$ cat src/rtl/kv_req_filter.sv
// rtl/kv_req_filter.sv - KV request filter: Eth/IPv4/UDP parse, value strobe, one-beat hold
//
// Purpose: sits upstream of sdar on the 256-bit AXI-Stream path. Beat 0 header
// checks are registered into hdr_ok; beat 1 checks (UDP dst port, keep) are
// taken straight off the ingress bus. Matching requests produce a one-cycle
// user_value strobe carrying bytes 10..17 of beat 1 (byte 10 is the MSB).
// Packets pass through a single holding register with data/keep/user intact.
//
// Ports:
//   axis_aclk, axis_resetn        clock, synchronous active-low reset
//   s_axis_*                      ingress stream (tdata/tkeep/tuser/tvalid/tready/tlast)
//   m_axis_*                      egress stream to sdar
//   user_value, user_value_valid  extracted request value and its strobe
//   pkt_cnt, match_cnt            ingress packet / matching packet counters (wrap)
//   drop_cnt                      dropped packet counter, only with KV_FILTER_DROP_EN
//
// Build option: define KV_FILTER_DROP_EN to discard non-matching packets
// instead of forwarding them.
module kv_req_filter #(
    parameter int          C_DATA_WIDTH  = 256,
    parameter int          C_TUSER_WIDTH = 128,
    parameter logic [15:0] KV_UDP_PORT   = 16'd11211
) (
    input  logic                       axis_aclk,
    input  logic                       axis_resetn,
    input  logic [C_DATA_WIDTH-1:0]    s_axis_tdata,
    input  logic [C_DATA_WIDTH/8-1:0]  s_axis_tkeep,
    input  logic [C_TUSER_WIDTH-1:0]   s_axis_tuser,
    input  logic                       s_axis_tvalid,
    output logic                       s_axis_tready,
    input  logic                       s_axis_tlast,
    output logic [C_DATA_WIDTH-1:0]    m_axis_tdata,
    output logic [C_DATA_WIDTH/8-1:0]  m_axis_tkeep,
    output logic [C_TUSER_WIDTH-1:0]   m_axis_tuser,
    output logic                       m_axis_tvalid,
    input  logic                       m_axis_tready,
    output logic                       m_axis_tlast,
    output logic [63:0]                user_value,
    output logic                       user_value_valid,
    output logic [31:0]                pkt_cnt,
`ifdef KV_FILTER_DROP_EN
    output logic [31:0]                drop_cnt,
`endif
    output logic [31:0]                match_cnt
);

    localparam logic [1:0] S_BEAT0 = 2'd0;
    localparam logic [1:0] S_BEAT1 = 2'd1;
    localparam logic [1:0] S_BODY  = 2'd2;

    logic [1:0]                 state_q, state_d;
    logic                       hold_valid_q, hold_valid_d;
    logic [C_DATA_WIDTH-1:0]    hold_data_q, hold_data_d;
    logic [C_DATA_WIDTH/8-1:0]  hold_keep_q, hold_keep_d;
    logic [C_TUSER_WIDTH-1:0]   hold_user_q, hold_user_d;
    logic                       hold_last_q, hold_last_d;
    logic                       hold_b0_q, hold_b0_d;
    logic                       hdr_ok_q, hdr_ok_d;
    logic [63:0]                user_value_q, user_value_d;
    logic                       uv_valid_q, uv_valid_d;
    logic [31:0]                pkt_cnt_q, pkt_cnt_d;
    logic [31:0]                match_cnt_q, match_cnt_d;
`ifdef KV_FILTER_DROP_EN
    logic                       hold_drop_q, hold_drop_d;
    logic                       pkt_match_q, pkt_match_d;
    logic [31:0]                drop_cnt_q, drop_cnt_d;
    logic                       cur_match;
`endif

    logic        beat0_ok, beat1_ok, match_now, b0_match, decision_known;
    logic        m_valid_int, s_ready_int, hold_pop, in_fire;
    logic [63:0] beat1_value;

    always_comb begin
        beat0_ok = (s_axis_tdata[103:96]  == 8'h08) &&
                   (s_axis_tdata[111:104] == 8'h00) &&
                   (s_axis_tdata[119:112] == 8'h45) &&
                   (s_axis_tdata[191:184] == 8'h11) &&
                   (&s_axis_tkeep) && !s_axis_tlast;
        beat1_ok = ({s_axis_tdata[39:32], s_axis_tdata[47:40]} == KV_UDP_PORT) &&
                   (&s_axis_tkeep[17:0]);
        match_now = hdr_ok_q && beat1_ok;
        // A held single-beat packet never matches; the bus may already carry the next packet.
        b0_match = !hold_last_q && match_now;
        // Beat 0 may leave as soon as beat 1 is visible, so beat 1 never has to be
        // accepted first (that would need a second holding slot).
        decision_known = hold_last_q || ((state_q == S_BEAT1) && s_axis_tvalid);
`ifdef KV_FILTER_DROP_EN
        m_valid_int = hold_valid_q && (hold_b0_q ? (decision_known && b0_match) : !hold_drop_q);
        hold_pop    = (m_valid_int && m_axis_tready) ||
                      (hold_valid_q && (hold_b0_q ? (decision_known && !b0_match) : hold_drop_q));
        case (state_q)
            S_BEAT1: cur_match = match_now;
            S_BODY:  cur_match = pkt_match_q;
            default: cur_match = 1'b0;
        endcase
`else
        m_valid_int = hold_valid_q && (!hold_b0_q || decision_known);
        hold_pop    = m_valid_int && m_axis_tready;
`endif
        s_ready_int = axis_resetn && (!hold_valid_q || hold_pop);
        in_fire     = s_axis_tvalid && s_ready_int;
        beat1_value = '0;
        for (int i = 0; i < 8; i++) begin
            beat1_value[63-8*i -: 8] = s_axis_tdata[8*(10+i) +: 8];
        end
    end

    always_comb begin
        state_d      = state_q;
        hold_valid_d = hold_valid_q;
        hold_data_d  = hold_data_q;
        hold_keep_d  = hold_keep_q;
        hold_user_d  = hold_user_q;
        hold_last_d  = hold_last_q;
        hold_b0_d    = hold_b0_q;
        hdr_ok_d     = hdr_ok_q;
        user_value_d = user_value_q;
        uv_valid_d   = 1'b0;
        pkt_cnt_d    = pkt_cnt_q;
        match_cnt_d  = match_cnt_q;
`ifdef KV_FILTER_DROP_EN
        hold_drop_d  = hold_drop_q;
        pkt_match_d  = pkt_match_q;
        drop_cnt_d   = drop_cnt_q;
        if (hold_pop && hold_b0_q) begin
            pkt_match_d = b0_match;
        end
`endif
        if (hold_pop) begin
            hold_valid_d = 1'b0;
        end
        if (in_fire) begin
            hold_valid_d = 1'b1;
            hold_data_d  = s_axis_tdata;
            hold_keep_d  = s_axis_tkeep;
            hold_user_d  = s_axis_tuser;
            hold_last_d  = s_axis_tlast;
            hold_b0_d    = (state_q == S_BEAT0);
`ifdef KV_FILTER_DROP_EN
            hold_drop_d  = (state_q == S_BEAT1) ? !match_now : !pkt_match_q;
            if (s_axis_tlast && !cur_match) begin
                drop_cnt_d = drop_cnt_q + 32'd1;
            end
`endif
            if (s_axis_tlast) begin
                pkt_cnt_d = pkt_cnt_q + 32'd1;
            end
            case (state_q)
                S_BEAT0: begin
                    hdr_ok_d = beat0_ok;
                    state_d  = s_axis_tlast ? S_BEAT0 : S_BEAT1;
                end
                S_BEAT1: begin
                    if (match_now) begin
                        user_value_d = beat1_value;
                        uv_valid_d   = 1'b1;
                        match_cnt_d  = match_cnt_q + 32'd1;
                    end
                    state_d = s_axis_tlast ? S_BEAT0 : S_BODY;
                end
                default: begin
                    state_d = s_axis_tlast ? S_BEAT0 : S_BODY;
                end
            endcase
        end
    end

    always_ff @(posedge axis_aclk) begin
        if (!axis_resetn) begin
            state_q      <= S_BEAT0;
            hold_valid_q <= 1'b0;
            hold_data_q  <= '0;
            hold_keep_q  <= '0;
            hold_user_q  <= '0;
            hold_last_q  <= 1'b0;
            hold_b0_q    <= 1'b0;
            hdr_ok_q     <= 1'b0;
            user_value_q <= '0;
            uv_valid_q   <= 1'b0;
            pkt_cnt_q    <= '0;
            match_cnt_q  <= '0;
`ifdef KV_FILTER_DROP_EN
            hold_drop_q  <= 1'b0;
            pkt_match_q  <= 1'b0;
            drop_cnt_q   <= '0;
`endif
        end else begin
            state_q      <= state_d;
            hold_valid_q <= hold_valid_d;
            hold_data_q  <= hold_data_d;
            hold_keep_q  <= hold_keep_d;
            hold_user_q  <= hold_user_d;
            hold_last_q  <= hold_last_d;
            hold_b0_q    <= hold_b0_d;
            hdr_ok_q     <= hdr_ok_d;
            user_value_q <= user_value_d;
            uv_valid_q   <= uv_valid_d;
            pkt_cnt_q    <= pkt_cnt_d;
            match_cnt_q  <= match_cnt_d;
`ifdef KV_FILTER_DROP_EN
            hold_drop_q  <= hold_drop_d;
            pkt_match_q  <= pkt_match_d;
            drop_cnt_q   <= drop_cnt_d;
`endif
        end
    end

    assign s_axis_tready    = s_ready_int;
    assign m_axis_tvalid    = m_valid_int;
    assign m_axis_tdata     = hold_data_q;
    assign m_axis_tkeep     = hold_keep_q;
    assign m_axis_tuser     = hold_user_q;
    assign m_axis_tlast     = hold_last_q;
    assign user_value       = user_value_q;
    assign user_value_valid = uv_valid_q;
    assign pkt_cnt          = pkt_cnt_q;
    assign match_cnt        = match_cnt_q;
`ifdef KV_FILTER_DROP_EN
    assign drop_cnt         = drop_cnt_q;
`endif

endmodule

$ cat config.mk
export PLATFORM = sky130hd
export DESIGN_NAME = kv_req_filter
export DESIGN_NICKNAME = d
export VERILOG_FILES = /design/src/rtl/kv_req_filter.sv
export SDC_FILE = /design/constraint.sdc
export NUM_CORES = 1
export LEC_CHECK = 0
export BUFFER_PORTS_ARGS = -buffer_cell sky130_fd_sc_hd__buf_2
export CAP_MARGIN = 10
export CORE_AREA = 2 2 374 376
export DETAILED_ROUTE_END_ITERATION = 7
export DIE_AREA = 0 0 376 378
export PLACE_DENSITY_LB_ADDON = 0.12
export REMOVE_ABC_BUFFERS = 1
export SKIP_CTS_REPAIR_TIMING = 1
export SLEW_MARGIN = 20
export SYNTH_ARGS = -nofsm -noshare
export SYNTH_HDL_FRONTEND = slang
export SYNTH_SLANG_ARGS = --single-unit
$ cat constraint.sdc
create_clock -name axis_aclk -period 5.9 [get_ports axis_aclk]
set_input_delay 1.18 -clock axis_aclk [delete_from_list [all_inputs] [get_ports axis_aclk]]
set_output_delay 1.18 -clock axis_aclk [all_outputs]
set_load 0.03 [all_outputs]
* Yosys cells after proc, flatten, opt, wreduce, memory -nomap -nowiden
Index checks and enable logic that the tools add are counted.
** Word-level totals
- Bits in registers :: 551
- Bits of input ports :: 421
- Output and inout bits :: 548
- Word-level logic and storage cells :: 52
** Cells by class
- $add $sub $neg :: 2
- Equality and inequality tests :: 5
- Mux-type cells :: 6
- Reduce and logical (&&, ||, !) cells :: 27
** Operator list (number)
- $add A32 B1 Y32 const B :: 2
- $reduce_and A32 Y1 :: 1
- $reduce_and A18 Y1 :: 1
- $eq A16 B14 Y1 const B :: 1
- $logic_and A1 B1 Y1 :: 12
- $eq A8 B4 Y1 const B :: 1
- $eq A8 B5 Y1 const B :: 1
- $eq A8 B7 Y1 const B :: 1
- $logic_not A8 Y1 :: 1
- $reduce_and A3 Y1 :: 2
- $mux W1 :: 4
- $mux W2 :: 2
- $reduce_and A2 Y1 :: 2
- $logic_not A1 Y1 :: 3
- $logic_or A1 B1 Y1 :: 3
- $eq A2 B1 Y1 const B :: 1
- $logic_not A2 Y1 :: 1
- $reduce_bool A2 Y1 :: 1

* Logic depth before layout (Yosys ltp)
Gate-level depths: netlist of the first run.
- Word-level depth :: 10
- Mapped depth :: 9
- Mapped depth without buffers :: 6

* Worst setup path after synthesis of the first run
Ideal clock, no wire load.
- Kind :: input to output
- Start :: input port axis_resetn
- End :: output port s_axis_tready
- Arrival time :: 2.263 ns
- Required time :: 4.720 ns
- Setup slack :: 2.457 ns
- Stages :: 5
- Path buffers :: 3
- Cell sequence :: buf_4 clkinv_1 clkbuf_1 clkbuf_1 nor2_1
** Between the ends
- Cells in the longest elaborated chain, start to end :: 1
** Ends and longest elaborated chain
- from (decl) :: RTL line 25 : input logic axis_resetn,
- $logic_and A1 B1 Y1 :: RTL line 101 : s_ready_int = axis_resetn && (!hold_valid_q || hold_pop);
- to (decl) :: RTL line 30 : output logic s_axis_tready,
Every way passes these cells.

* Worst setup path after layout of the first run
Ends and elaborated chain as after synthesis.

==> results.md, run 1 <==
- Largest net degree at the start of global routing: 157
- Top cell type's share of synthesized area: 55.8%
- Register area share after synthesis: between 50% and 60%
- Fmax: 0.285 GHz
- WL per Instance: 19.8 um
- Crit. End Element: output pin
- Switching part of the total power: about 30%
- DP HPWL: 77,000 um
- Startpoint types: input port
- Pins Over Slew Limit: 0
- Port buffer count: ~970
- Dpl cell area: around 0.026 mm2
- Syn avg cell area: 7.84 um2
- Power Dens Cells: 349 mW/mm2
- Setup violations, final: 0
- Initial Utilization: 14.3%
- Final Hold Fails: 0
- Sink Count: 551
- Dominant cell type by area after synthesis: dfxtp_1
- Die Wd: 376 um
- Max-cap violations: 0
- WHS: 0.447 ns
- #FFs+latches synth: approximately 550
- Top post-synthesis cells by area: dfxtp_1 (56%), nand2_1 (19%), nand3_1 (11%)
- Placed cell count: 5,143
- Critical-path maximum fanout: 72
- Cells after Synth: ~2,500
- Sequential power share: 39.9%
- Final Skew: around 0.026 ns
- Die height: 378 um
- Routability cong.: 0.799
- Slew @ Worst Pin: 1.13 ns
- Die area: about 0.14 mm2
- Share of layout cells above drive strength 1: between 30% and 40%
- CP arrival: roughly 2.3 ns
- CTS Buf Count: 77
- RSZ-0062 raised after global routing: false
- Clock Pin Slew Worst Setup and Hold Paths: 0.06 ns
- Status: finished clean
- CP required: roughly 4.7 ns
- Power Total: 10,200 uW
- Hold crit path type: register to register
- Min Tclk post-route: 3.51 ns
- Worst slack at placement: 1.89 ns
- Peak VDD IR: 0.000186 V
- Critical hold path startpoint: user_value[5]
- Clock buffer depth: 3
- Routed WL: between 100,000 and 150,000 um
- DRT Pass-1 Iters: 5
- EDFF count, synth: 0
- Via count: 20,446
- Combinational share of power: 13.1%
- CTS tree: yes
- Initial antenna violation count: 35
- DR iter-0 viols: 1,081
- Yosys warns: 0
- Vias per cell: 3.86
- Final nets: about 3,800
- Reg-to-reg critical path startpoint: hold_valid_q
- Unique cell type count in the Yosys netlist: 40
- Dominant synthesized flop cell: dfxtp_1
- WS Path Type: input port to output pin
- Root buf cell: clkbuf_16
- Global-route wire length before repair: 147,000 um
- Final period util: between 50% and 60%
- Post-Syn Area: 0.0198 mm2
- Clock network power share: 47.0%
- H-tree levels: 3
- Worst-Skew Late Latency: about 0.67 ns
- Rows: 137
- Worst Setup SP: axis_resetn
- Switching pwr: 3050 uW
- Core footprint: approximately 0.14 mm2
- Post-route insts no fill: 5,293
- IO Count: 969
- Grt ovf: 0
- Vias in the first global route: 20,148
- Post-route cell area: 0.0291 mm2
- Residual DRC: 0
- Final antenna-violating net count: 0
- All-layer global routing usage: approximately 14%
- Area Overhead vs Synth: 47.2%
- Pleak: 0.0144 uW
- Int Power: 7130 uW
- Async SR Flop Fraction: 0%
- Max_slew headroom: about 24%
- Setup ws final: between 2 and 2.5 ns
[cells in the mapped netlist, drive strengths merged (7+ instances only)]
library cell and instances:
nand3 445, clkbuf 139, or4 14, buf 39
o31ai 11, nand2 991, a21oi 115, nor4 7
nor2 29, dfxtp 551, o21ai 35, or3 35
nand4 36, xor2 12, and3 8, inv 10
[cell type report]
type | count | area (um2)
Inverter | 11 | 46.3
Sequential cell | 551 | 11000
Timing Repair Buffer | 991 | 5100
Fill cell | 15685 | 109000
Multi-Input combinational cell | 1783 | 8050
Clock buffer | 113 | 2260
Clock inverter | 26 | 343
Tap cell | 1807 | 2260
Antenna cell | 11 | 27.5
[through the flow]
stage | utilization, % | setup TNS [ns]
after floorplan | - | -8116.47
after global placement | 19.1 | 0
after detailed placement | 19.1 | 0
after CTS | 21.0 | 0
after global routing | 21.0 | 0
final | 21.0 | 0
[flip-flops by register name, indices dropped and copies added (netlist names)]
register / count
m_axis_tdata: 256
m_axis_tuser: 128
user_value: 64
m_axis_tkeep: 32
match_cnt: 32
pkt_cnt: 32
state_q: 2
hdr_ok_q: 1
hold_b0_q: 1
hold_valid_q: 1
m_axis_tlast: 1
user_value_valid: 1
[power groups by stage]
stage	Combinational (uW)	Clock (uW)	Sequential [uW]
after global routing	1440	5130	4080
final	1340	4780	4060
after floorplan	452	0	4560
after CTS	1370	5000	4060
after global placement	1370	0	4130
after detailed placement	1360	0	4130
[layer usage]
metal	GRT usage, %	wire (um)
met5	0	127
met4	4.64	2980
met3	5.74	9490
met2	23.1	49100
met1	16.6	43200
[cell families (layout without fill, tap and decap cells)]
family | after synthesis | after routing | share of synthesized area (%)
muxes | 2 | 2 | 0.101
DFF | 551 | 551 | 55.8
adders and majority gates | 2 | 2 | 0.126
xor gates and xnor gates | 16 | 16 | 0.708
and+or+nand+nor | 1599 | 1599 | 35.3
buffers and inverters | 189 | 1141 | 3.66
other | 0 | 11 | 0
AOI/OAI and AO/OA | 164 | 164 | 4.34
[layout by cell type (no fill, tap or decap), types with 6 or more instances in the layout]
cell	count
nand3_1	445
and3_1	8
a21oi_1	115
buf_2	967
clkbuf_8	20
dfxtp_1	551
buf_12	6
inv_1	10
clkbuf_1	16
clkinv_2	11
o21ai_0	35
clkbuf_16	77
xor2_1	12
or4_1	14
or3_1	35
buf_4	17
nand4_1	36
diode_2	11
nor2_1	29
o31ai_1	11
nand2_1	990
[worst max-delay path, stage by stage]
cell and delay [ns]:
buf_8 0.32, inv_6 0.31, nor2_1 0.18, buf_2 0.21
[worst paths after layout]
kind	end	slack (ns)	cells after the start
setup / recovery	s_axis_tready	2.39	4
hold / removal	user_value[5]	0.45	2
hold reg to reg	user_value[5]	0.45	2
setup reg to reg	m_axis_tuser[124]	2.69	6
Note: power is estimated with default switching activity, not from simulation.
==> inputs of run 2 (changes only) <==
- ABC_AREA: not set -> 1
- CORE_AREA: 2 2 374 376 -> 2 2 376 378
- DIE_AREA: 0 0 376 378 -> 0 0 378 380
- clock period: 5.9 -> 3.58 ns (I/O delays scaled with it)
==> results.md, run 2 <==
- Unique cell type count in the Yosys netlist: 27 (was 40)
- Post-synth top cells: nand2_1 (1,200), dfxtp_1 (551), nand3_1 (467) (was nand2_1 (990), dfxtp_1 (551), nand3_1 (445))
- Commonest non-fill, non-tap cell in the layout: nand2_1 (unchanged)
- Final period util: between 60% and 70%
- IO Count: 969 (unchanged)
- Root buf cell: clkbuf_16 (unchanged)
- Worst-Skew Late Latency: 0.68 ns (was 0.67 ns)
- Switching part of the total power: 30.2% (was 30.0%)
- Vias per cell: 3.79 (was 3.86)
- Largest net degree at the start of global routing: 154 (was 157)
- Critical-path maximum fanout: 33 (was 72)
- Port buffer count: 968 (unchanged)
- Global-route wire length before repair: 154,000 um (was 147,000 um)
- Dominant synthesized flop cell: dfxtp_1 (unchanged)
- Die area: 0.144 mm2 (was 0.142 mm2)
- RSZ-0062 raised after global routing: false (unchanged)
- Core footprint: 0.139 mm2 (about the same)
- Yosys warns: 0 (unchanged)
- Switching pwr: 5010 uW (was 3050 uW)
- Register area share after synthesis: 51.9% (was 55.8%)
- Cells after Synth: 2,998 (was 2,523)
- CTS tree: yes (unchanged)
- Min Tclk post-route: 2.44 ns
- DRT Pass-1 Iters: 5 (unchanged)
- EDFF count, synth: 0 (unchanged)
- Initial Utilization: 15.3% (was 14.3%)
- Pins Over Slew Limit: 0 (unchanged)
- Clock buffer depth: 3 (unchanged)
- DR iter-0 viols: 1,050 (was 1,081)
- Status: finished clean (unchanged)
- Async SR Flop Fraction: 0% (unchanged)
- Clock network power share: 46.4% (was 47.0%)
- CTS Buf Count: 77 (unchanged)
- Dominant cell type by area after synthesis: dfxtp_1 (unchanged)
- Slew @ Worst Pin: 1.05 ns (was 1.13 ns)
- WL per Instance: 18.4 um (was 19.8 um)
- Int Power: 11,600 uW (was 7130 uW)
- Final nets: 4,324 (was 3,838)
- Area Overhead vs Synth: 44.4% (was 47.2%)
- CP required: 4.08 ns (was 4.72 ns)
- Number of flip-flops in the largest register: 256 (unchanged)
- Share of layout cells above drive strength 1: 28.6% (was 32.4%)
- Grt ovf: 0 (unchanged)
- #FFs+latches synth: 551 (unchanged)
- Dpl cell area: 0.0281 mm2 (was 0.0265 mm2)
- DP HPWL: 81,300 um (was 77,000 um)
- Crit. End Element: register (was output pin)
- Most frequent cells in the layout: nand2_1 (1,199), buf_2 (967), dfxtp_1 (551), nand3_1 (467), nor2_1 (265) (was nand2_1 (990), buf_2 (967), dfxtp_1 (551), nand3_1 (445), a21oi_1 (115))
- Initial antenna violation count: 34 (was 35)
- Die height: 380 um (was 378 um)
- Power Dens Cells: 542 mW/mm2 (was 349 mW/mm2)
- CP arrival: 2.94 ns (was 2.33 ns)
- Final Skew: 0.0454 ns (was 0.0260 ns)
- FF-to-FF setup slack: 1.14 ns (was 2.69 ns)
- Setup tns final: 0 ns (unchanged)
- H-tree levels: 3 (unchanged)
- Clock Pin Slew Worst Setup and Hold Paths: 0.06 ns (about the same)
- Routed WL: 108,000 um (was 105,000 um)
- WS Path Type: register to register (was input port to output pin)
- Pleak: 0.0160 uW (was 0.0144 uW)
- Post-Syn Area: 0.0212 mm2 (was 0.0198 mm2)
- Peak VDD IR: 0.000312 V (was 0.000186 V)
- Syn avg cell area: 7.08 um2 (was 7.84 um2)
- Die Wd: 378 um (was 376 um)
- Post-route cell area: 0.0307 mm2 (was 0.0291 mm2)
- Cell with the most instances after synthesis: nand2_1 (unchanged)
- All-layer global routing usage: 14.4% (was 14.1%)
- Routability cong.: 0.796 (was 0.799)
- Hold crit path type: input port to register (was register to register)
- Top cell type's share of synthesized area: 51.9% (was 55.8%)
- Residual DRC: 0 (unchanged)
- Max-cap violations: 0 (unchanged)
- Top post-synthesis cells by area: dfxtp_1 (52%), nand2_1 (21%), nand3_1 (11%) (was dfxtp_1 (56%), nand2_1 (19%), nand3_1 (11%))
- Setup violations, final: 0 (unchanged)
- Final antenna-violating net count: 0 (unchanged)
- Fmax: 0.409 GHz
- Final Hold Fails: 0 (unchanged)
- Combinational share of power: 13.3% (was 13.1%)
- Vias in the first global route: 21,858 (was 20,148)
- Rows: 137 (unchanged)
- Startpoint types: register (was input port)
- Sequential power share: 40.2% (was 39.9%)
- Sink Count: 551 (unchanged)
- Max_slew headroom: 30.2% (was 24.3%)
- Via count: 22,161 (was 20,446)
-- run 2: cell types whose count changed in the layout (fill, tap and decap cells not counted), moves of 10 or more --
cell      previous run  this run
nor2_1              29       265
nor3_1               3        30
o31ai_1             11         0
nand3b_1             0        10
inv_1               10       181
or4_1               14         0
a21oi_1            115        33
nand3_1            445       467
nand2_1            990      1199
or3_1               35         0
o21ai_0             35        20
-- run 2: critical path, cell delays in order (launching register included) --
cell	delay [ns]
dfxtp_1	0.40
nand3_1	0.14
nand2_1	0.08
nand2_1	0.06
nand2_2	0.09
nand3_4	0.25
inv_8	0.36
nand2_1	0.42
buf_4	0.35
nand2_1	0.07
a21oi_1	0.06
-- run 2: metrics by stage --
step / hold WS [ns] / power (uW) / utilization, % / setup slack (ns) / instances
floorplan: 0.444 / 7970 / - / -5.94 / 2815
global placement: 0.451 / 9090 / 20.2 / 0.461 / 5698
detailed placement: 0.454 / 9080 / 20.2 / 0.457 / 5698
CTS: 0.143 / 17000 / 22.0 / 1.00 / 5835
global route: 0.180 / 17400 / 22.0 / 0.815 / 5840
finish: 0.226 / 16600 / 22.0 / 1.14 / 5841
-- run 2: cell families after synthesis --
family	Yosys count	synth area share (%)
buffers and inverters	365	6.99
AOI/OAI and AO/OA	57	1.38
xor gates and xnor gates	6	0.247
DFF	551	51.9
adders and majority gates	2	0.118
and+or+nand+nor	2017	39.3
-- run 2: power groups by stage --
stage               Clock, uW  Sequential [uW]  Combinational (uW)
CTS                      8070             6680                2270
global placement            0             6810                2280
detailed placement          0             6810                2270
global route             8290             6720                2410
floorplan                   0             7500                 467
finish                   7720             6680                2220
-- run 2: final cells by class --
cell class	instances	area (um2)
Clock inverter	28	350
Inverter	182	691
Sequential cell	551	11000
Tap cell	1876	2350
Multi-Input combinational cell	2082	8740
Clock buffer	109	2170
Antenna cell	6	15.0
Timing Repair Buffer	1007	5320
Fill cell	16061	109000
-- run 2: per-layer routing --
metal / global-route usage (%) / routed length [um] / vias to the layer above
li1: - / - / 11239
met5: 0 / 59 / -
met1: 16.3 / 43300 / 10064
met3: 5.71 / 9850 / 149
met4: 3.31 / 2210 / 10
met2: 25.1 / 52200 / 699
-- run 2: final timing paths --
path | start | to | cells past startpoint
max | state_q[0] | pkt_cnt[15] | 10
min | s_axis_tdata[30] | m_axis_tdata[30] | 3
max reg2reg | state_q[0] | pkt_cnt[15] | 10
min reg2reg | m_axis_tuser[95] | m_axis_tuser[95] | 2
==> inputs of run 3 (changes only) <==
- clock period: 3.58 -> 2.39 ns (I/O delays scaled with it)
==> results.md, run 3 (synthesis results as in run 2) <==
- Initial antenna violation count: 22 (was 34)
- Sink Count: 551 (unchanged)
- Pleak: 0.0173 uW (was 0.0160 uW)
- Min Tclk post-route: 2.24 ns
- CP arrival: 2.77 ns (was 2.94 ns)
- Largest net degree at the start of global routing: 165 (was 154)
- Number of flip-flops in the largest register: 256 (unchanged)
- FF-to-FF path depth: 11 (was 10)
- Routability cong.: 0.782 (was 0.796)
- Via count: 23,224 (was 22,161)
- Area Overhead vs Synth: 57.9% (was 44.4%)
- Switching pwr: 7550 uW (was 5010 uW)
- M2 GR Usage: 24.6% (was 25.1%)
- Share of layout cells above drive strength 1: 27.9% (was 28.6%)
- Hold crit path type: input port to register (unchanged)
- Worst-Skew Late Latency: 0.67 ns (was 0.68 ns)
- Post-route insts no fill: 6,118 (was 5,841)
- DR iter-0 viols: 991 (was 1,050)
- Top Family by Delay on Critical Path: simple AND/OR/NAND/NOR gates (unchanged)
- DP HPWL: 82,200 um (was 81,300 um)
- Sequential power share: 39.2% (was 40.2%)
- Routed WL: 108,000 um (about the same)
- Die Wd: 378 um (unchanged)
- Placed cell count: 5,741 (was 5,698)
- Worst Setup SP: s_axis_tdata[47] (was state_q[0])
- GRT met1 Usage: 16.1% (was 16.3%)
- H-tree levels: 3 (unchanged)
- Final period util: slightly above 90%
- Grt ovf: 0 (unchanged)
- Fmax: 0.447 GHz
- Most frequent cells in the layout: nand2_1 (1,199), buf_2 (966), dfxtp_1 (550), nand3_1 (467), nor2_1 (265) (was nand2_1 (1,199), buf_2 (967), dfxtp_1 (551), nand3_1 (467), nor2_1 (265))
- Die height: 380 um (unchanged)
- Initial Utilization: 15.3% (unchanged)
- All-layer global routing usage: 14.3% (was 14.4%)
- Rows: 137 (unchanged)
- Clock Pin Slew Worst Setup and Hold Paths: 0.06 ns (about the same)
- DRT Pass-1 Iters: 5 (unchanged)
- IO Count: 969 (unchanged)
- Int Power: 18,000 uW (was 11,600 uW)
- Final Hold Fails: 0 (unchanged)
- Final nets: 4,600 (was 4,324)
- CP Buf/Inv Count: 4 (was 2)
- Hold worst-path end: m_axis_tdata[221] (was m_axis_tdata[30])
- Combinational share of power: 14.5% (was 13.3%)
- Setup tns final: 0 ns (unchanged)
- R2R Path End: pkt_cnt[25] (was pkt_cnt[15])
- Reg-to-reg critical path startpoint: state_q[1] (was state_q[0])
- Clock network power share: 46.3% (was 46.4%)
- CP required: 2.93 ns (was 4.08 ns)
- Critical path cell sequence: dlygate4sd3_1, buf_2, nand2_1, nor2_1, nand2_1, nor2_1, nand3_1, nor2_4, nand2_4, buf_12, buf_12, nor2_1, nor2_1 (was nand3_1, nand2_1, nand2_1, nand2_2, nand3_4, inv_8, nand2_1, buf_4, nand2_1, a21oi_1)
- Port buffer count: 968 (unchanged)
- Slowest stage cell, crit path: dlygate4sd3_1 (was nand2_1)
- Power Dens Cells: 761 mW/mm2 (was 542 mW/mm2)
- Crit. End Element: register (unchanged)
- Status: finished clean (unchanged)
- Most used routing layer: met2 (unchanged)
- Slew @ Worst Pin: 1.03 ns (was 1.05 ns)
- Startpoint types: input port (was register)
- CTS Buf Count: 76 (was 77)
- Core footprint: 0.139 mm2 (unchanged)
- Setup violations, final: 0 (unchanged)
- Max-cap violations: 0 (unchanged)
- Clock buffer depth: 3 (unchanged)
- Global-route wire length before repair: 153,000 um (was 154,000 um)
- Vias per cell: 3.80 (was 3.79)
- Max_slew headroom: 31.2% (was 30.2%)
- CTS tree: yes (unchanged)
- Vias in the first global route: 22,169 (was 21,858)
- Peak VDD IR: 0.000444 V (was 0.000312 V)
- Root buf cell: clkbuf_16 (unchanged)
- Critical-path maximum fanout: 31 (was 33)
- Commonest non-fill, non-tap cell in the layout: nand2_1 (unchanged)
- Final antenna-violating net count: 0 (unchanged)
- Met3 Usage GRT: 5.77% (was 5.71%)
- Switching part of the total power: 29.6% (was 30.2%)
- WL per Instance: 17.7 um (was 18.4 um)
- Filler cells: 15,890 (was 16,061)
- Final Skew: 0.0363 ns (was 0.0454 ns)
- Critical hold path startpoint: s_axis_tdata[221] (was s_axis_tdata[30])
- CP dominant cell by count: nor2_1 (was nand2_1)
- WS Path Type: input port to register (was register to register)
- Pins Over Slew Limit: 0 (unchanged)
- RSZ-0062 raised after global routing: false (unchanged)
- WHS Path Cells: 3 (unchanged)
- Die area: 0.144 mm2 (unchanged)
- FF-to-FF setup slack: 0.31 ns (was 1.14 ns)
- WHS: 0.0208 ns (was 0.226 ns)
- Crit path largest cell delay: 0.54 ns (was 0.42 ns)
- Residual DRC: 0 (unchanged)
run 3: area by class of cell:
class	instances	area [um2]	area share (%)
timing repair buffer	1284	8100	24.2
clock buffer	111	2240	6.69
multi-input combinational	2082	8740	26.1
inverter	182	691	2.06
antenna	7	17.5	0.0522
sequential	551	11000	32.9
clock inverter	25	359	1.07
tap	1876	2350	7.00
run 3: stage by stage:
step           util, %  power [uW]  instance area [um2]  setup slack, ns
2_1_floorplan        -       11900                20400            -6.94
3_3_place_gp      20.5       13600                28600           -0.154
3_5_place_dp      20.5       13600                28600           -0.191
4_1_cts           22.4       25800                31200           0.0898
5_1_grt           24.1       26700                33500          0.00677
6_report          24.1       25500                33500            0.154
run 3: power groups by stage:
| stage | Combinational (uW) | Sequential, uW | Clock (uW) |
|---|---|---|---|
| global route | 4000 | 10100 | 12700 |
| finish | 3690 | 10000 | 11800 |
| floorplan | 699 | 11200 | 0 |
| detailed placement | 3440 | 10200 | 0 |
| CTS | 3450 | 10000 | 12300 |
| global placement | 3460 | 10200 | 0 |
run 3: layer usage:
layer | vias up | routed length, um | part of all wire (%)
met5 | - | 57 | 0.053
met4 | 10 | 2450 | 2.3
met3 | 125 | 9360 | 8.7
met2 | 692 | 52400 | 48
met1 | 10609 | 43800 | 41
li1 | 11788 | - | -
run 3: worst max path at each step:
stage | end | slack [ns] | depth (start not counted)
after floorplan | pkt_cnt[4] | -6.94 | 11
final | user_value[9] | 0.15 | 13
after global placement | hdr_ok_q | -0.15 | 12
after global routing | s_axis_tready | 0.007 | 8
after detailed placement | hdr_ok_q | -0.19 | 12
after CTS | s_axis_tready | 0.09 | 7
run 3: worst min-delay path, stage by stage:
cell and delay, ns:
buf_2 0.08, nand2_1 0.05, nand2_1 0.05
